[src/rtl/key_pkg.sv]
// Shared encodings for the key auto-repeat counter: FSM state and BCD digit limit.
package key_pkg;

  typedef enum logic [1:0] {
    IDLE   = 2'd0,
    PRESS  = 2'd1,
    REPEAT = 2'd2
  } key_state_e;

  localparam logic [3:0] BCD_MAX = 4'd9;

endpackage

[src/rtl/m_bcd2_counter.sv]
// Two-digit BCD event counter, 00..99, with one-cycle carry on wrap and clear priority.
module m_bcd2_counter
  import key_pkg::*;
(
  input  logic       clk,
  input  logic       rst_n,
  input  logic       en,
  input  logic       clr,
  output logic [3:0] q_ones,
  output logic [3:0] q_tens,
  output logic       carry
);

  always_ff @(posedge clk or negedge rst_n) begin
    if (!rst_n) begin
      q_ones <= 4'd0;
      q_tens <= 4'd0;
      carry  <= 1'b0;
    end else begin
      carry <= 1'b0;
      // clear wins over a same-cycle increment and suppresses the wrap carry
      if (clr) begin
        q_ones <= 4'd0;
        q_tens <= 4'd0;
      end else if (en) begin
        if (q_ones == BCD_MAX) begin
          q_ones <= 4'd0;
          if (q_tens == BCD_MAX) begin
            q_tens <= 4'd0;
            carry  <= 1'b1;
          end else begin
            q_tens <= q_tens + 4'd1;
          end
        end else begin
          q_ones <= q_ones + 4'd1;
        end
      end
    end
  end

endmodule

[src/rtl/m_key_repeat_counter.sv]
// Key press / auto-repeat pulse generator feeding a 2-digit BCD press counter.
module m_key_repeat_counter
  import key_pkg::*;
#(
  parameter int HOLD_CYC   = 25_000_000,
  parameter int REPEAT_CYC = 5_000_000
) (
  input  logic       clk,
  input  logic       rst_n,
  input  logic       sw_in,
  input  logic       clr,
  output logic       key_pulse,
  output logic [3:0] q_ones,
  output logic [3:0] q_tens,
  output logic       carry,
  output logic       repeating
);

  localparam int MAX_CYC = (HOLD_CYC > REPEAT_CYC) ? HOLD_CYC : REPEAT_CYC;
  localparam int TW      = $clog2(MAX_CYC);
  localparam logic [TW-1:0] HOLD_LAST = TW'(HOLD_CYC - 1);
  localparam logic [TW-1:0] REP_LAST  = TW'(REPEAT_CYC - 1);

  if (HOLD_CYC < 2 || REPEAT_CYC < 2) begin : g_bad_param
    $error("m_key_repeat_counter: HOLD_CYC and REPEAT_CYC must both be >= 2");
  end

  logic [1:0]    sync_q;
  logic          lvl;
  logic          lvl_d;
  key_state_e    state;
  logic [TW-1:0] timer;

  always_ff @(posedge clk or negedge rst_n) begin
    if (!rst_n) sync_q <= 2'b00;
    else        sync_q <= {sync_q[0], sw_in};
  end

  assign lvl = sync_q[1];

  // release is tested before expiry in PRESS/REPEAT so it always wins
  always_ff @(posedge clk or negedge rst_n) begin
    if (!rst_n) begin
      state     <= IDLE;
      timer     <= '0;
      key_pulse <= 1'b0;
      repeating <= 1'b0;
      lvl_d     <= 1'b0;
    end else begin
      lvl_d     <= lvl;
      key_pulse <= 1'b0;
      case (state)
        IDLE: begin
          repeating <= 1'b0;
          if (lvl && !lvl_d) begin
            key_pulse <= 1'b1;
            state     <= PRESS;
            timer     <= '0;
          end
        end
        PRESS: begin
          if (!lvl) begin
            state     <= IDLE;
            repeating <= 1'b0;
          end else if (timer == HOLD_LAST) begin
            key_pulse <= 1'b1;
            state     <= REPEAT;
            repeating <= 1'b1;
            timer     <= '0;
          end else begin
            timer <= timer + 1'b1;
          end
        end
        REPEAT: begin
          if (!lvl) begin
            state     <= IDLE;
            repeating <= 1'b0;
          end else if (timer == REP_LAST) begin
            key_pulse <= 1'b1;
            timer     <= '0;
          end else begin
            timer <= timer + 1'b1;
          end
        end
        default: begin
          state     <= IDLE;
          repeating <= 1'b0;
        end
      endcase
    end
  end

  m_bcd2_counter u_cnt (
    .clk    (clk),
    .rst_n  (rst_n),
    .en     (key_pulse),
    .clr    (clr),
    .q_ones (q_ones),
    .q_tens (q_tens),
    .carry  (carry)
  );

endmodule

[config.mk]
export PLATFORM = sky130hd
export DESIGN_NAME = m_key_repeat_counter
export DESIGN_NICKNAME = d
export VERILOG_FILES = /design/src/rtl/key_pkg.sv /design/src/rtl/m_bcd2_counter.sv /design/src/rtl/m_key_repeat_counter.sv
export SDC_FILE = /design/constraint.sdc
export NUM_CORES = 1
export LEC_CHECK = 0
export ABC_CLOCK_PERIOD_IN_PS = 2000
export CORE_MARGIN = 1
export CORE_UTILIZATION = 56
export CTS_BUF_LIST = sky130_fd_sc_hd__clkbuf_8
export DETAILED_ROUTE_END_ITERATION = 6
export GPL_ROUTABILITY_DRIVEN = 0
export PLACE_DENSITY = 0.79
export SYNTH_ARGS = -nofsm -noshare
export SYNTH_HDL_FRONTEND = slang
export SYNTH_HIERARCHICAL = 1
export SYNTH_SLANG_ARGS = --single-unit
[constraint.sdc]
create_clock -name clk -period 2 [get_ports clk]
set_clock_uncertainty 0.05 [all_clocks]
set_input_delay 0.5 -clock clk [delete_from_list [all_inputs] [get_ports clk]]
set_output_delay 0.5 -clock clk [all_outputs]
set_load 0.1 [all_outputs]
==> key figures <==
Pwr
  • Worst VDD drop: about 0.49 mV
  • Int Pwr: roughly 1.6 mW
  • Pwr/cell area: a little under 800 nW/um^2
  • Switch Pwr: 969.6 uW
  • Clock power share: roughly a fifth
  • Combinational cell fraction of total power: a little over two fifths
  • Net switching fraction of the power: between 30% and 40%
  • Sequential Power Share: a little under two fifths
  • LEAKAGE: around 1.3 nW

Yosys
  • Post-synth EDFFs: 0
  • Synthesized cell area: around 2500 um^2
  • Yosys top cell by area: dfrtp_1
  • Netlist cell types: 50
  • Synth cell count leaders: nand2_1 (45), dfrtp_1 (41), o211ai_1 (25)
  • Yosys top cell area share: approximately two fifths
  • Sequential area share after synthesis: between 40% and 50%
  • Syn_nets: about 290
  • Cells after Synth: around 270
  • Yosys warning count: 6
  • Fraction of registers with async set/reset: 100.0%
  • Synthesized flop and latch total: between 40 and 50
  • Main synth FF type: dfrtp_1
  • Syn_area_per_cell: 9.094 um^2
  • Most frequent cell after synthesis: nand2_1
  • Area contributors post-synth: dfrtp_1 (41%), o211ai_1 (7.6%), nand2_1 (6.8%)

Floorplan
  • Row cnt: 23
  • Core area: 4115 um^2
  • Die height: ~70 um
  • Die area: between 4000 and 5000 um^2
  • Initial Util: between 60% and 70%
  • I/O pin count: 15
  • Die Wd: 68.46 um

Route
  • Vias: ~2,400
  • Residual DRC: 0
  • Initial drt markers: ~210
  • Pre-antenna DRT Iters: 5
  • Routed length per instance: between 15 and 20 um
  • Via density: about 6.6
  • Remaining antenna violation count: 0
  • Final wirelength: about 6.6 mm

GRT
  • Initial antenna violation count: 0
  • Total Routing Usage GR: 29.48%
  • Vias in the first global route: ~2,200
  • First-pass GRT wire length: 10.16 mm
  • Largest net degree at the start of global routing: 27
  • Total global routing overflow: 0

Status
  • Failing checks: setup timing
  • Status: complete, but fails checks

STA
  • RSZ-0062 raised after global routing: true
  • Final Max Slew Viols: 0
  • Sum Neg Setup Slack: -1.168 ns
  • Setup violations, final: 22
  • Final min period: 2.083 ns
  • Final worst slack: -0.08333 ns
  • Hold Violations, Final: 0
  • Worst hold slack: between 0.06 and 0.07 ns
  • Worst Tran Pin Value: approximately 0.41 ns
  • Fmax: 480.0 MHz
  • Fin crit share: 104.2%
  • Worst rel slew slack: between 70% and 80%

Place
  • Post-place setup slack: -0.09768 ns
  • Port bufs: 14
  • Dpl hpwl: 4.217 mm
  • Post-DP Area: approximately 3000 um^2
  • Placed cells: 355

Clocking
  • Clock sinks: between 40 and 50
  • CTS tree: yes
  • CTS clk-pin slew, worst paths: 0.07 ns
  • Htree depth: 2
  • CTS buffer count: 5
  • Max clock buf depth: 2
  • Clock root cell: clkbuf_8
  • Clock latency on the worst-skew pair: slightly below 0.3 ns
  • Hold_buf cts: 0

Critical path
  • Worst path required time: 2.13 ns
  • Worst flop-to-flop path startpoint: timer[7]$_DFFE_PN0P_
  • Type of destination of the critical path: flop
  • Critical path origin: timer[7]$_DFFE_PN0P_
  • Worst Setup Path Type: reg -> reg
  • WP data arrival: roughly 2.2 ns
  • Worst-path maximum fanout: 3
  • Startpoint types: flop

Finish
  • Fin area: 3291 um^2
  • # diodes: 0
  • Final nets: 330
  • Fill cell count: between 200 and 300
  • Syn-to-layout area delta: 33.03%
  • Layout cell share with drive strength beyond 1: a little over a quarter
  • Post-route non-filler standard cell count: 368

Run
  • Max-cap violations: 0

Hold path
  • Hold Path Class: in -> async
[layout make-up]
class	instances	area [um^2]	share of cell area [%]
timing repair buffer	53	616.8	18.75
inverter	10	37.54	1.141
sequential	41	1030	31.29
multi-input combinational	206	1454	44.18
clock buffer	6	82.58	2.510
clock inverter	2	7.507	0.2281
tap	50	62.56	1.901
[worst max-delay path, stage by stage, from the launching register on]
cell and delay, ns:
dfrtp_1 0.39, or4b_4 0.55, nor4_4 0.13, buf_4 0.18, buf_4 0.12, nand2_2 0.06
a21o_1 0.19, a221o_1 0.29
[sequential cells by signal, indices dropped and copies added, names as in the netlist]
name          count
timer            25
repeating         1
u_cnt/carry       1
lvl_d             1
state             2
u_cnt/q_ones      4
sync_q            2
u_cnt/q_tens      4
key_pulse         1
[layer usage]
metal  vias to the layer above  share of wire [%]  track usage [%]
met5                         -                  0                0
met4                         0                1.8            9.896
met3                        13                6.1            5.333
met2                       105                 49            49.26
met1                      1167                 43            38.13
li1                       1134                  -                -
[worst paths after layout]
| path | endpoint | slack [ns] | depth (start not counted) |
|---|---|---|---|
| max | state[0]$_DFFE_PN0P_ | -0.08 | 7 |
| min | u_cnt/q_ones[3]$_DFFE_PN0P_ | 0.07 | 1 |
| max reg2reg | state[0]$_DFFE_PN0P_ | -0.08 | 7 |
| min reg2reg | sync_q[1]$_DFF_PN0_ | 0.31 | 0 |
| max in group asynchronous | u_cnt/q_tens[1]$_DFFE_PN0P_ | 1.36 | 2 |
| min in group clk | sync_q[1]$_DFF_PN0_ | 0.31 | 0 |
[layout by cell type (no fill, tap or decap), drive strengths merged, types with 2 or more instances in the layout]
cell           Yosys  routed
o221ai             3       3
nor3               3       3
and4               5       5
nand4             11      11
nand4b             2       2
o211ai            25      25
or3                4       4
ha                 9       9
nand3             11      11
buf                5      50
nand3b             3       3
o311ai            13      13
dfrtp             41      41
nand2             45      45
o21ai             14      14
a21oi             10      10
nor2               7       7
and3               3       3
clkbuf            10       7
or2                6       6
clkdlybuf4s50      0       2
or4                3       3
nor4               3       3
a31oi              2       2
inv               10      12
or4b               2       2
nand2b             3       3
[stage by stage]
step	utilization (%)	total power, mW
floorplan	-	1.467
global placement	73.91	1.857
detailed placement	73.91	1.869
CTS	77.08	2.451
global route	79.96	2.678
finish	79.96	2.544
[kinds of logic (layout without fill, tap and decap cells)]
kind of cell,count (synthesis),after routing,synth area share (%)
mux,2,2,0.8599
fa+ha+maj,9,9,4.552
simple gates,118,118,27.06
compound gates,77,77,22.05
buf+inv,25,71,3.996
flops,41,41,41.48
[power groups by stage]
stage,Combinational [mW],Sequential [mW],Clock [mW]
finish,1.06,0.939,0.541
global route,1.14,0.950,0.585
CTS,0.951,0.940,0.560
detailed placement,0.913,0.956,0
global placement,0.904,0.953,0
floorplan,0.413,1.05,0
[timing repair]
item | CTS | global route
gates cloned | 0 | 2
gates resized for setup | 8 | 16
buffers inserted | 2 | 1
pin swaps | 1 | 1
setup endpoints to repair | 27 | 28
No activity file was read; power rests on OpenSTA's default activity.
